--- src/rtl/pwm_seq_pkg.sv ---
// -----------------------------------------------------------------------------
// pwm_seq_pkg
//   Shared types and helpers for the PWM update sequencer slice.
//   - seq_state_e : sequencer states (APPLY is only reached in the serial build)
//   - clog2()     : ceiling log2 for sizing channel indices
//   - cnt_max()   : terminal count of a WIDTH-bit period counter
//   - DEF_WIDTH / DEF_SIZE / CNT_MAX : default geometry (8-bit counter, 8 channels)
// -----------------------------------------------------------------------------
package pwm_seq_pkg;

    typedef enum logic [1:0] {
        IDLE  = 2'd0,
        ARMED = 2'd1,
        APPLY = 2'd2
    } seq_state_e;

    localparam int DEF_WIDTH = 8;
    localparam int DEF_SIZE  = 8;
    localparam int CNT_MAX   = 2**DEF_WIDTH - 1;

    function automatic int clog2(input int value);
        int r;
        int v;
        r = 0;
        v = value - 1;
        while (v > 0) begin
            r = r + 1;
            v = v >> 1;
        end
        return r;
    endfunction

    function automatic int cnt_max(input int width);
        return (2**width) - 1;
    endfunction

endpackage

--- src/rtl/pwm_update_sequencer_counter.sv ---
// -----------------------------------------------------------------------------
// pwm_period_counter
//   Free-running shared PWM period counter, 0 .. 2**WIDTH-1, wrapping to 0.
//   Never stalls. wrap flags the last count of the period (cnt == CNT_MAX),
//   i.e. the cycle whose closing edge starts a new period.
// Ports
//   clk    in   1      system clock, rising edge
//   rst_n  in   1      asynchronous active-low reset (counter -> 0)
//   cnt    out  WIDTH  current period count
//   wrap   out  1      cnt is at its terminal value
// -----------------------------------------------------------------------------
module pwm_period_counter
    import pwm_seq_pkg::*;
#(
    parameter int WIDTH = DEF_WIDTH
) (
    input  logic             clk,
    input  logic             rst_n,
    output logic [WIDTH-1:0] cnt,
    output logic             wrap
);

    localparam logic [WIDTH-1:0] MAX = WIDTH'(cnt_max(WIDTH));

    always_ff @(posedge clk or negedge rst_n) begin
        if (!rst_n) begin
            cnt <= '0;
        end else begin
            cnt <= cnt + WIDTH'(1);
        end
    end

    assign wrap = (cnt == MAX);

endmodule

--- src/rtl/pwm_update_sequencer.sv ---
// -----------------------------------------------------------------------------
// pwm_update_sequencer
//   Owns the shared PWM period counter and the duty register file for SIZE
//   PWM channels. Duty writes land in a shadow bank; a commit arms the
//   sequencer and the whole bank is applied atomically at the next period
//   boundary, so the comparator datapath never sees a mid-period change.
//
//   Build option PWM_SEQ_SERIAL_EN:
//     undefined : parallel duty_active bus, whole bank copied on the wrap edge.
//     defined   : duty_active removed; after the wrap the bank is streamed out
//                 on shift_data (shadow[SIZE-1] first, shadow[0] last), one
//                 word per cycle with shift_en, latch/upd_pulse on the last
//                 word. Requires SIZE < 2**WIDTH so streaming ends in-period.
//
// Ports
//   clk          in   1           system clock, rising edge
//   rst_n        in   1           asynchronous active-low reset
//   wr_valid     in   1           duty write request
//   wr_ready     out  1           write accepted when valid & ready (IDLE only)
//   wr_chan      in   CW          target channel; >= SIZE accepted and dropped
//   wr_duty      in   WIDTH       duty value (high time in clocks)
//   commit       in   1           request apply of shadow bank at next boundary
//   busy         out  1           commit pending or apply in progress
//   period_cnt   out  WIDTH       shared counter to comparators (pwm = cnt < duty)
//   duty_active  out  SIZE*WIDTH  active duties, channel i at [i*WIDTH +: WIDTH]
//                                 (parallel build only)
//   shift_data   out  WIDTH       streamed duty word (serial build only)
//   shift_en     out  1           shift_data valid (serial build only)
//   latch        out  1           last streamed word, latch now (serial build only)
//   upd_pulse    out  1           one-cycle strobe: new duties effective this cycle
// -----------------------------------------------------------------------------
module pwm_update_sequencer
    import pwm_seq_pkg::*;
#(
    parameter  int WIDTH = DEF_WIDTH,
    parameter  int SIZE  = DEF_SIZE,
    localparam int CW    = (SIZE > 1) ? clog2(SIZE) : 1
) (
    input  logic                  clk,
    input  logic                  rst_n,
    input  logic                  wr_valid,
    output logic                  wr_ready,
    input  logic [CW-1:0]         wr_chan,
    input  logic [WIDTH-1:0]      wr_duty,
    input  logic                  commit,
    output logic                  busy,
    output logic [WIDTH-1:0]      period_cnt,
`ifdef PWM_SEQ_SERIAL_EN
    output logic [WIDTH-1:0]      shift_data,
    output logic                  shift_en,
    output logic                  latch,
`else
    output logic [SIZE*WIDTH-1:0] duty_active,
`endif
    output logic                  upd_pulse
);

    localparam logic [1:0]  ST_IDLE  = IDLE;
    localparam logic [1:0]  ST_ARMED = ARMED;
`ifdef PWM_SEQ_SERIAL_EN
    localparam logic [1:0]  ST_APPLY = APPLY;
`endif
    localparam logic [CW:0] SIZE_W   = (CW+1)'(SIZE);

    logic [1:0]       state;
    logic [WIDTH-1:0] shadow [SIZE];
    logic             cnt_wrap;
    logic             chan_ok;
    logic             wr_fire;

    // ---- shared period counter ----
    pwm_period_counter #(
        .WIDTH (WIDTH)
    ) u_counter (
        .clk   (clk),
        .rst_n (rst_n),
        .cnt   (period_cnt),
        .wrap  (cnt_wrap)
    );

    // ---- write handshake and shadow bank ----
    // Writes are only taken while idle, which freezes the bank from the commit
    // until the apply has finished. An out-of-range channel still handshakes
    // (so the producer never stalls) but nothing is stored.
    assign wr_ready = (state == ST_IDLE);
    assign busy     = (state != ST_IDLE);
    assign chan_ok  = ({1'b0, wr_chan} < SIZE_W);
    assign wr_fire  = wr_valid && wr_ready && chan_ok;

    always_ff @(posedge clk or negedge rst_n) begin
        if (!rst_n) begin
            for (int i = 0; i < SIZE; i++) begin
                shadow[i] <= '0;
            end
        end else if (wr_fire) begin
            shadow[wr_chan] <= wr_duty;
        end
    end

`ifdef PWM_SEQ_SERIAL_EN
    // ---- serial apply: ARMED -> APPLY at the wrap, stream SIZE words ----
    logic [CW-1:0] shift_idx;

    always_ff @(posedge clk or negedge rst_n) begin
        if (!rst_n) begin
            state     <= ST_IDLE;
            shift_idx <= '0;
        end else begin
            case (state)
                ST_IDLE: begin
                    // A commit on the terminal count arms here; the wrap on
                    // this same edge is not seen, so the apply waits a period.
                    if (commit) begin
                        state <= ST_ARMED;
                    end
                end
                ST_ARMED: begin
                    if (cnt_wrap) begin
                        state     <= ST_APPLY;
                        shift_idx <= CW'(SIZE - 1);
                    end
                end
                ST_APPLY: begin
                    if (shift_idx == '0) begin
                        state <= ST_IDLE;
                    end else begin
                        shift_idx <= shift_idx - CW'(1);
                    end
                end
                default: begin
                    state <= ST_IDLE;
                end
            endcase
        end
    end

    assign shift_en   = (state == ST_APPLY);
    assign shift_data = shift_en ? shadow[shift_idx] : '0;
    assign latch      = shift_en && (shift_idx == '0);
    assign upd_pulse  = latch;

`else
    // ---- parallel apply: whole bank copied on the wrap edge ----
    always_ff @(posedge clk or negedge rst_n) begin
        if (!rst_n) begin
            state       <= ST_IDLE;
            upd_pulse   <= 1'b0;
            duty_active <= '0;
        end else begin
            upd_pulse <= 1'b0;
            case (state)
                ST_IDLE: begin
                    // A commit on the terminal count arms here; the wrap on
                    // this same edge is not seen, so the apply waits a period.
                    if (commit) begin
                        state <= ST_ARMED;
                    end
                end
                ST_ARMED: begin
                    // Registered strobe lands in the cnt==0 cycle, the first
                    // cycle the comparators use the new duties.
                    if (cnt_wrap) begin
                        state     <= ST_IDLE;
                        upd_pulse <= 1'b1;
                        for (int i = 0; i < SIZE; i++) begin
                            duty_active[i*WIDTH +: WIDTH] <= shadow[i];
                        end
                    end
                end
                default: begin
                    state <= ST_IDLE;
                end
            endcase
        end
    end
`endif

endmodule
--- config.mk ---
export PLATFORM = sky130hd
export DESIGN_NAME = pwm_update_sequencer
export DESIGN_NICKNAME = d
export VERILOG_FILES = /design/src/rtl/pwm_seq_pkg.sv /design/src/rtl/pwm_update_sequencer_counter.sv /design/src/rtl/pwm_update_sequencer.sv
export SDC_FILE = /design/constraint.sdc
export NUM_CORES = 1
export LEC_CHECK = 0
export ABC_AREA = 1
export CAP_MARGIN = 10
export CELL_PAD_IN_SITES_DETAIL_PLACEMENT = 1
export CELL_PAD_IN_SITES_GLOBAL_PLACEMENT = 1
export CORE_MARGIN = 3
export CORE_UTILIZATION = 30
export CTS_CLUSTER_SIZE = 40
export DETAILED_ROUTE_END_ITERATION = 8
export PLACE_DENSITY_LB_ADDON = 0.3
export RECOVER_POWER = 50
export SYNTH_ARGS = -nofsm -noshare
export SYNTH_HDL_FRONTEND = slang
export SYNTH_HIERARCHICAL = 1
export SYNTH_SLANG_ARGS = --single-unit
--- constraint.sdc ---
create_clock -name clk -period 2.5 [get_ports clk]
set_clock_uncertainty 0.2 [all_clocks]
set_input_delay 0.75 -clock clk [delete_from_list [all_inputs] [get_ports clk]]
set_output_delay 0.75 -clock clk [all_outputs]
set_load 0.1 [all_outputs]
# After elaboration in Yosys (flattened, before gate mapping)
# Index checks and enable logic that the tools add are counted.
[totals]
wordCells = 34
regBits = 139
in_bits = 15
out_inout_bits = 75
[op_classes]
bitwise = 1
n_eq_ne = 4
n_reduce_logical = 6
add_sub_neg = 1
n_lt_le_gt_ge = 2
mux = 8
[op_table]
columns = ["op", "n"]
rows = [
  ["64-bit bitwise mux", 1],
  ["8-bit demux with 3-bit select", 1],
  ["8-bit by 1-bit adder with 8-bit output, second input constant", 1],
  ["8-bit == test, second input constant", 1],
  ["8-bit 2-to-1 mux", 1],
  ["4-bit greater-or-equal comparator, second input constant", 1],
  ["4-bit by 1-bit < comparator with 1-bit output, second input constant", 1],
  ["2-bit 2-to-1 mux", 2],
  ["3-bit inverter with 4-bit output", 1],
  ["2-bit case mux with 2 select lines", 1],
  ["2-bit AND reduction", 2],
  ["2-bit by 1-bit == test with 1-bit output, second input constant", 1],
  ["1-bit logical AND", 2],
  ["2-bit logical NOT", 1],
  ["1-bit 2-to-1 mux", 2],
  ["2-bit by 1-bit != test with 1-bit output, second input constant", 1],
  ["2-bit != test, second input constant", 1],
  ["2-bit nonzero test", 1],
]

# Logic depth before layout (Yosys ltp)
# Gate-level depths: netlist of the first run.
[logic_depth]
ltp_word = 6
ltp_mapped = 11
mapped_depth_nobuf = 9

# Cells and area by module
# Netlist of the first run, hierarchy kept.
[modules_own_cells]
columns = ["mod", "seq_area_each_um2", "cells_per_inst", "instances", "area_each_um2"]
rows = [
  ["pwm_update_sequencer", 3253.1, 573, 1, 5076.1],
  ["pwm_period_counter", 200.2, 38, 1, 350.3],
]

# Worst setup path after synthesis of the first run
# Ideal clock, no wire load.
[synth_path]
path_kind = "register to register"
start = "register u_counter.cnt[1]"
end = "register duty_active[23]"
period_less_slack_ns = 2.598
stages_incl_launch_ff = 11
required_ns = 2.180
t_arrival_ns = 2.279
n_path_buf = 2
path_slack_ns = -0.098
setup_ns = 0.120
path_cell_list = "dfrtp_1 ha_1 nand3_2 nor2_2 nand2_1 nor2_1 nand2_1 buf_2 clkbuf_1 nand2_1 nand2_1"
[synth_via]
elab_chain_cells = 2
[synth_lines]
columns = ["item", "line_no", "rtl"]
rows = [
  ["start: declaration", "pwm_update_sequencer_counter.sv:19", "output logic [WIDTH-1:0] cnt,"],
  ["start signal: assignment", "pwm_update_sequencer_counter.sv:29", "cnt <= cnt + WIDTH'(1);"],
  ["8-bit == test", "pwm_update_sequencer_counter.sv:33", "assign wrap = (cnt == MAX);"],
  ["named net cnt_wrap", "pwm_update_sequencer.sv:67", "logic cnt_wrap;"],
  ["2-bit AND reduction (no source line)", "n/a", ""],
  ["end signal: indexed assignment", "pwm_update_sequencer.sv:166", "duty_active[i*WIDTH +: WIDTH] <= shadow[i];"],
  ["end: declaration", "pwm_update_sequencer.sv:53", "output logic [SIZE*WIDTH-1:0] duty_active,"],
]
# The timed path passes the listed nets, and every way through them passes these cells.
# A chain may end at the register's enable or synchronous reset.

# Worst setup path after layout of the first run
[layout_path]
start = "register state[0]"
end = "output port wr_ready"
[layout_via]
elab_chain_cells = 1
[layout_lines]
columns = ["item", "line_no", "rtl"]
rows = [
  ["start: declaration", "pwm_update_sequencer.sv:65", "logic [1:0] state;"],
  ["start signal: assignment", "pwm_update_sequencer.sv:146", "state <= ST_IDLE;"],
  ["start signal: assignment", "pwm_update_sequencer.sv:156", "state <= ST_ARMED;"],
  ["start signal: assignment", "pwm_update_sequencer.sv:163", "state <= ST_IDLE;"],
  ["2-bit logical NOT", "pwm_update_sequencer.sv:85", "assign wr_ready = (state == ST_IDLE);"],
  ["end: declaration", "pwm_update_sequencer.sv:42", "output logic wr_ready,"],
]
# Every way passes these cells.

==> impl_metrics.csv, run 1 <==
group,metric,value,unit
clock_network,cts_setup_buffers,0,
power_and_ir_drop,switching_share,21.6,%
global_routing,antenna_found_initial,0,
placed_design,gp_congestion,0.759,
routing,routed_wl,15000,µm
clock_network,hold_buffers,0,
setup_path,rrSetupSlack,0.44,ns
power_and_ir_drop,power.internal,3.89,mW
global_routing,grt.total_usage,15.9,%
floorplan,dieArea,0.0197,mm²
clock_network,cts_buffers,17,
synth,synth-seq-cells,138,
placed_design,dp_slack,-0.0218,ns
floorplan,core-area,0.0175,mm²
synth,synthSimpleGateAreaFrac,30.5,%
power_and_ir_drop,p_sw,1.07,mW
setup_path,r2r-end,"duty_active[39]",
synth,synthAdderAreaFrac,0.231,%
setup_path,critPathKind,"reg -> out",
timing,fin_ws,0.242,ns
global_routing,grt_remaining_overflow,0,
floorplan,start_util,31.0,%
routing,drc,0,
global_routing,grt_use_met3,4.17,%
global_routing,top_usage_layer,"met2",
clock_network,cts_tree,"done",
run_status,status,"finished clean",
power_and_ir_drop,p_leak,3.99,nW
power_and_ir_drop,clkPwrFrac,51.2,%
synth,yosysSeqAreaShare,63.6,%
global_routing,first_global_vias,4777,
setup_path,worstPathArrival,1.31,ns
timing,fmax,443,MHz
finish,drive_gt1_share,18.6,%
timing,whs,0.270,ns
routing,drtIter0Drc,166,
global_routing,grt_start_max_net_pins,67,
setup_path,startpoint_type,"flop",
synth,syn_nets,627,
setup_path,endpoint_kind,"output port",
routing,via_per_inst,4.52,
power_and_ir_drop,combPwrFrac,3.1,%
floorplan,die_h,140,µm
timing,period_share,90.3,%
setup_path,cp_max_fo,5,
timing,fin_crit,2.26,ns
clock_network,ctsLongestPathBuffers,2,
floorplan,rows,48,
synth,synth_compound_area_share,1.66,%
placed_design,io_buffers,89,
timing,rsz0062_at_grt,"no",
timing,slew_headroom,7.29,%
synth,synthMuxAreaShare,0,%
synth,avgSynthCellArea,8.88,µm²
worst_hold_path,holdPathEnd,"shadow[9]",
clock_network,cts.clk_slew.worst_paths,0.06,ns
finish,nFillCells,2011,
clock_network,post_cts_resized,0,
global_routing,grt_use_met2,25.7,%
finish,final_nets,723,
synth,synth_xor_area_share,0.484,%
setup_path,r2r_cells,10,
clock_network,clock-sinks,138,
routing,vias,4276,
setup_path,worstPathRequired,1.55,ns
synth,synth_area,0.00543,mm²
setup_path,r2r_start,"u_counter/cnt[0]",
synth,syn_inst,611,
synth,yosysTopAreaCell,"dfrtp_1",
setup_path,crit_path_top_delay_cell,"dfrtp_1",
routing,dr.pass1.iters,4,
finish,syn2layout_area_growth,33.6,%
power_and_ir_drop,vdd_drop_max,483,µV
timing,tightest_slew,1.39,ns
finish,diodes,0,
worst_hold_path,hold_path_depth,2,
job,maxCapViolCount,0,
worst_hold_path,holdCritPathClass,"reg -> reg",
routing,wl_per_cell,15.9,µm
placed_design,hpwl,10300,µm
worst_hold_path,worstHoldStart,"shadow[9]",
setup_path,cp_cell_sequence,"inv_2 -> buf_12",
synth,yosys_warnings,6,
clock_network,htree_levels,4,
synth,synth_top_family_by_area,"simple AND/OR/NAND/NOR gates",
synth,synth_cell_types,18,
global_routing,grt_use_met1,21.1,%
power_and_ir_drop,power_density,685,mW/mm²
timing,hold_viol_final,0,
power_and_ir_drop,seqPwrFrac,45.7,%
timing,slew_violations,0,
timing,setup_viol,0,
floorplan,ios,90,
global_routing,grt_pass1_wl,24900,µm
setup_path,cpPeakStageDelay,0.57,ns
clock_network,clock_latency,0.42,ns
floorplan,die_w,140,µm
synth,synth_top_area_share,63.6,%
synth,synth.area.top_cells,"dfrtp_1 (64%), nand2_1 (24%), nand3_1 (3.7%), o21ai_0 (1.6%), buf_4 (0.97%)",
clock_network,root_buffer,"clkbuf_16",
routing,ant_nets,0,
## registers in the layout, indices dropped and copies added, names as in the netlist
signal         count
duty_active       64
shadow            64
state              1
u_counter/cnt      8
upd_pulse          1
## cell usage in the layout (no fill, tap or decap), types with 2 or more instances in the layout
cell type          n
buf_12            27
buf_4             43
bufinv_16          3
clkbuf_1           3
clkbuf_16         17
clkbuf_2          22
clkdlybuf4s50_1   12
clkinv_2           2
clkinvlp_4         5
dfrtp_1          137
inv_1              9
inv_2              3
nand2_1          352
nand3_1           42
nor2_1             8
nor2_2             4
nor2_4             4
o21ai_0           18
xnor2_1            2
## routing by layer
| metal | share of wire, % | vias up |
|---|---|---|
| met1 | 48 | 2110 |
| li1 | - | 2069 |
| met3 | 3.2 | 20 |
| met4 | 1.4 | 0 |
| met5 | 0 | - |
| met2 | 48 | 77 |
## logic make-up after synthesis
family / after synthesis
AOI/OAI and AO/OA: 18
xor gates and xnor gates: 3
adders and majority gates: 1
buffers and inverters: 40
DFF: 138
and+or+nand+nor: 411
## synth_stat cells, drive strengths merged
cell      n
buf      17
ha        1
nand2   353
inv      12
clkbuf   11
o21ai    18
xor2      1
nand3    42
dfrtp   138
xnor2     2
nor2     16
## stage by stage
stage | cells | util, % | area, µm² | setup TNS, ns | power (mW)
finish | 945 | 41.5 | 7250 | 0 | 4.97
global route | 945 | 41.5 | 7250 | 0 | 5.15
CTS | 945 | 43.4 | 7580 | 0 | 5.04
detailed placement | 913 | 39.9 | 6980 | -0.0756 | 2.47
global placement | 913 | 39.9 | 6980 | 0 | 2.47
floorplan | 611 | - | 5430 | 0 | 2.35
## power groups by stage
stage          Sequential, mW  Clock [mW]  Combinational (mW)
5_1_grt                  2.27        2.70               0.176
3_3_place_gp             2.31           0               0.159
3_5_place_dp             2.31           0               0.163
4_1_cts                  2.27        2.61               0.164
2_1_floorplan            2.31           0              0.0469
6_report                 2.27        2.54               0.155
## how the worst max path moves through the flow
| stage | from | slack, ns | endpoint | cells past startpoint |
|---|---|---|---|---|
| final | state[0] | 0.24 | wr_ready | 2 |
| after global routing | wr_chan[2] | 0.18 | shadow[28] | 6 |
| after CTS | state[0] | 0.19 | wr_ready | 2 |
| after detailed placement | wr_chan[1] | -0.02 | shadow[51] | 5 |
| after global placement | wr_chan[1] | 0.06 | shadow[58] | 5 |
| after floorplan | state[0] | 0.07 | wr_ready | 1 |
## worst max-delay path: cells and delay by family (launching register included)
kind / cells / cell delay (ns)
buffers and inverters: 2 / 0.32
DFF: 1 / 0.57
## area by class of cell
cell class / instances / area, µm² / area share [%]
sequential: 138 / 3450 / 47.7
multi-input combinational: 433 / 1770 / 24.4
timing repair buffer: 105 / 1100 / 15.2
clock buffer: 21 / 450 / 6.21
tap: 225 / 282 / 3.88
clock inverter: 11 / 146 / 2.02
inverter: 12 / 45.0 / 0.621
Power figures use the tool's default switching activity.
==> run 2, diff against run 1 <==
--- a/config.mk
+++ b/config.mk
@@ -13,6 +13,7 @@
 export CORE_UTILIZATION = 30
 export CTS_CLUSTER_SIZE = 40
 export DETAILED_ROUTE_END_ITERATION = 8
+export GPL_TIMING_DRIVEN = 0
 export PLACE_DENSITY_LB_ADDON = 0.3
 export RECOVER_POWER = 50
 export SYNTH_ARGS = -nofsm -noshare
==> impl_metrics.csv, run 2 (synthesized netlist as in run 1, its figures left out) <==
group,metric,value,unit
run_status,status,"finished, violations left",
run_status,violations,"capacitance limit, slew limit",
clock_network,root_buffer,"clkbuf_16",
timing,slew_violations,56,
placed_design,hpwl,10400,µm
finish,final_cell_area,0.00713,mm²
setup_path,r2r-end,"duty_active[45]",
global_routing,grt_remaining_overflow,0,
clock_network,hold_buffers,0,
finish,syn2layout_area_growth,31.5,%
finish,final_cell_mix,"nand2_1 (353), dfrtp_1 (136), clkdlybuf4s15_2 (73)",
clock_network,cts_buffers,17,
global_routing,grt_start_max_net_pins,84,
timing,whs,0.275,ns
finish,largest_registers,"duty_active: 64 flops, shadow: 64 flops, u_counter/cnt: 8 flops",
timing,fin_crit,2.41,ns
clock_network,cts_tree,"done",
placed_design,io_buffers,81,
worst_hold_path,holdCritPathClass,"reg -> reg",
clock_network,cts.clk_slew.worst_paths,0.06,ns
floorplan,core-area,0.0175,mm²
placed_design,gp_congestion,0.743,
routing,vias,4335,
timing,fmax,415,MHz
setup_path,cp_max_fo,5,
floorplan,start_util,31.0,%
setup_path,cpPeakStageDelay,0.48,ns
floorplan,ios,90,
finish,drive_gt1_share,18.1,%
setup_path,startpoint_type,"flop",
global_routing,grt.total_usage,16.3,%
finish,utilization,40.8,%
floorplan,die_h,140,µm
clock_network,post_cts_resized,229,
clock_network,clock-sinks,138,
power_and_ir_drop,power_density,663,mW/mm²
floorplan,rows,48,
clock_network,htree_levels,4,
floorplan,dieArea,0.0197,mm²
setup_path,cp.depth,2,
finish,diodes,0,
setup_path,worstPathArrival,1.46,ns
clock_network,clock_latency,0.42,ns
finish,layoutNonFillerInstCount,948,
setup_path,cp_cell_sequence,"inv_2 -> buf_2",
clock_network,cts_setup_buffers,0,
setup_path,endpoint_kind,"output port",
routing,drtIter0Drc,198,
finish,final_nets,728,
setup_path,crit_start,"state[0]",
power_and_ir_drop,vdd_drop_max,442,µV
routing,dr.pass1.iters,4,
job,maxCapViolCount,1,
setup_path,crit_path_top_delay_cell,"dfrtp_1",
setup_path,critPathCapture,"wr_ready",
routing,ant_nets,0,
timing,tightest_slew,1.52,ns
floorplan,die_w,140,µm
routing,wl_per_cell,16.0,µm
placed_design,placedCellCount,918,
finish,nFillCells,2017,
setup_path,r2r_start,"u_counter/cnt[0]",
global_routing,first_global_vias,4860,
timing,hold_viol_final,0,
routing,via_per_inst,4.57,
power_and_ir_drop,power,4.73,mW
global_routing,grt_pass1_wl,25300,µm
global_routing,antenna_found_initial,0,
setup_path,worstPathRequired,1.55,ns
power_and_ir_drop,p_leak,3.78,nW
routing,drc,0,
clock_network,ctsLongestPathBuffers,2,
timing,period_share,96.4,%
setup_path,path_delay_family,"buffers and inverters",
setup_path,r2r_cells,10,
routing,routed_wl,15200,µm
setup_path,crit_buf_inv,2,
finish,layout_commonest_cell,"nand2_1",
setup_path,critPathKind,"reg -> out",
placed_design,place_area,0.00655,mm²
timing,rsz0062_at_grt,"no",
timing,tns,0,ns
timing,slew_headroom,-1.05,%
setup_path,rrSetupSlack,0.32,ns
timing,setup_viol,0,
timing,fin_ws,0.0897,ns
placed_design,dp_slack,-0.201,ns
run 2: changes by cell type in the layout (fill, tap and decap cells not counted), moves of 3 or more:
cell,before,now
buf_12,27,0
buf_2,0,11
clkinv_2,2,6
buf_4,43,7
nor2_1,8,11
clkdlybuf4s15_2,0,73
clkbuf_2,22,1
clkdlybuf4s50_1,12,4
clkbuf_1,3,14
clkinvlp_4,5,2
run 2: cell type report:
class                   instances  area [µm²]  area share [%]
clock inverters                 9        75.1            1.05
multi-input cells             433        1760            24.7
clock buffers                  21         460            6.45
inverters                      12        45.0           0.631
flip-flops and latches        138        3460            48.4
repair buffers                 82         915            12.8
plain buffers                  28         143            2.00
well taps                     225         282            3.95
run 2: tightest hold or removal path: cells and delay by family, from the launching register on:
kind / cells / cell delay [ns]
flops: 1 / 0.34
simple gates: 2 / 0.10
run 2: metal layers:
layer | up-vias | global-route usage (%) | wire length [µm]
li1 | 2087 | - | -
met1 | 2161 | 20.9 | 6790
met5 | - | 0 | 0
met3 | 13 | 4.88 | 686
met2 | 74 | 27.0 | 7600
met4 | 0 | 3.98 | 121
run 2: how the worst min path moves through the flow:
stage / start / end / cells after the start
after detailed placement: shadow[58] / duty_active[2] / 2
after CTS: rst_n / duty_active[51] / 1
final: shadow[8] / shadow[8] / 2
after global routing: shadow[34] / duty_active[26] / 2
after floorplan: shadow[32] / duty_active[24] / 2
after global placement: shadow[57] / duty_active[1] / 2
run 2: where the power goes:
| group | internal [mW] | switching (mW) |
|---|---|---|
| Combinational | 0.0263 | 0.105 |
| Clock | 1.40 | 0.929 |
| Sequential | 2.26 | 0.0137 |
==> run 3, diff against run 2 <==
--- a/config.mk
+++ b/config.mk
@@ -16,7 +16,9 @@
 export GPL_TIMING_DRIVEN = 0
 export PLACE_DENSITY_LB_ADDON = 0.3
 export RECOVER_POWER = 50
+export SLEW_MARGIN = 0
 export SYNTH_ARGS = -nofsm -noshare
 export SYNTH_HDL_FRONTEND = slang
 export SYNTH_HIERARCHICAL = 1
 export SYNTH_SLANG_ARGS = --single-unit
+export TNS_END_PERCENT = 20
==> impl_metrics.csv, run 3 (synthesized netlist as in run 1, its figures left out) <==
group,metric,value,unit
timing,rsz0062_at_grt,"no",
finish,drive_gt1_share,18.1,%
routing,routed_wl,15200,µm
clock_network,cts.clk_slew.worst_paths,0.06,ns
setup_path,crit_buf_inv,2,
routing,dr.pass1.iters,4,
placed_design,place_area,0.00655,mm²
finish,largest_registers,"duty_active: 64 flops, shadow: 64 flops, u_counter/cnt: 8 flops",
clock_network,cts_setup_buffers,0,
worst_hold_path,holdCritPathClass,"reg -> reg",
clock_network,cts_tree,"done",
global_routing,grt.total_usage,16.3,%
global_routing,first_global_vias,4860,
global_routing,grt_start_max_net_pins,84,
finish,utilization,40.8,%
setup_path,path_delay_family,"buffers and inverters",
placed_design,io_buffers,81,
finish,syn2layout_area_growth,31.4,%
finish,final_cell_mix,"nand2_1 (353), dfrtp_1 (136), clkdlybuf4s15_2 (72)",
timing,tightest_slew,1.52,ns
clock_network,root_buffer,"clkbuf_16",
setup_path,crit_path_top_delay_cell,"dfrtp_1",
power_and_ir_drop,power_density,663,mW/mm²
clock_network,hold_buffers,0,
clock_network,cts_buffers,17,
floorplan,dieArea,0.0197,mm²
run_status,violations,"capacitance limit, slew limit",
setup_path,startpoint_type,"flop",
power_and_ir_drop,p_leak,3.78,nW
finish,layout_commonest_cell,"nand2_1",
setup_path,endpoint_kind,"output port",
clock_network,clock_latency,0.42,ns
routing,via_per_inst,4.57,
setup_path,cp_max_fo,5,
clock_network,htree_levels,4,
routing,ant_nets,0,
timing,fin_ws,0.0898,ns
global_routing,grt_remaining_overflow,0,
timing,period_share,96.4,%
setup_path,cpPeakStageDelay,0.48,ns
floorplan,rows,48,
power_and_ir_drop,power,4.73,mW
global_routing,antenna_found_initial,0,
placed_design,gp_congestion,0.743,
timing,slew_headroom,-1.05,%
finish,final_cell_area,0.00713,mm²
timing,fmax,415,MHz
timing,slew_violations,56,
floorplan,core-area,0.0175,mm²
setup_path,worstPathArrival,1.46,ns
worst_hold_path,worstHoldStart,"shadow[8]",
placed_design,dp_slack,-0.201,ns
job,maxCapViolCount,1,
setup_path,worstPathRequired,1.55,ns
floorplan,ios,90,
setup_path,critPathKind,"reg -> out",
timing,setup_viol,0,
placed_design,hpwl,10400,µm
run_status,status,"finished, violations left",
setup_path,cp_cell_sequence,"inv_2 -> buf_2",
finish,diodes,0,
routing,wl_per_cell,16.0,µm
clock_network,ctsLongestPathBuffers,2,
finish,final_nets,728,
floorplan,die_h,140,µm
routing,drc,0,
setup_path,crit_start,"state[0]",
routing,drtIter0Drc,198,
power_and_ir_drop,vdd_drop_max,442,µV
timing,hold_viol_final,0,
clock_network,clock-sinks,138,
global_routing,grt_pass1_wl,25300,µm
timing,fin_crit,2.41,ns
setup_path,r2r_start,"u_counter/cnt[0]",
floorplan,start_util,31.0,%
floorplan,die_w,140,µm
routing,vias,4331,
run 3: cell count changes in the layout (fill, tap and decap cells not counted), sizes merged:
cell,change
clkbuf,+1
clkdlybuf4s15,-1
run 3: area by class of cell:
cell class                 count  area (µm²)
buffer                        28         143
clock buffer                  21         460
clock inverter                 9        75.1
fill                        2016       10300
inverter                      12        45.0
multi-input combinational    433        1760
sequential                   138        3460
tap                          225         282
timing repair buffer          82         908
run 3: worst reg2reg max path: cells and delay by family (launching register included):
family / cells / cell delay [ns]
flops: 1 / 0.42
simple gates: 7 / 0.56
buf+inv: 2 / 0.71
fa+ha+maj: 1 / 0.23
run 3: power by group:
part / internal, mW / switching, mW
Combinational: 0.0263 / 0.105
Sequential: 2.26 / 0.0137
Clock: 1.40 / 0.929
Total: 3.68 / 1.05
run 3: stage by stage:
stage / setup TNS, ns / hold WS (ns) / instances
floorplan: 0 / 0.236 / 611
global placement: -678.09 / 0.255 / 917
detailed placement: -0.474 / 0.262 / 918
CTS: -0.0882 / 0.109 / 948
global route: 0 / 0.300 / 948
finish: 0 / 0.275 / 948
run 3: what timing repair did:
item                                   CTS  global route
setup endpoints to repair               75             1
endpoints found under the hold margin    0             0
resized for setup                      228             1
run 3: layer usage:
| metal | wire, µm | part of all wire (%) | global-route usage [%] | vias up |
|---|---|---|---|---|
| li1 | - | - | - | 2087 |
| met1 | 6810 | 45 | 20.9 | 2159 |
| met2 | 7600 | 50 | 27.0 | 72 |
| met3 | 673 | 4.4 | 4.88 | 13 |
| met4 | 121 | 0.80 | 3.98 | 0 |
| met5 | 0 | 0 | 0 | - |
run 3: final timing paths:
path	endpoint	slack [ns]	depth (start not counted)
worst max register to register	duty_active[45]	0.32	10
worst min-delay path	shadow[8]	0.27	2
worst max-delay path	wr_ready	0.09	2
worst min register to register	shadow[8]	0.27	2
max in group asynchronous	shadow[50]	0.54	2
min in group asynchronous	duty_active[51]	0.49	1
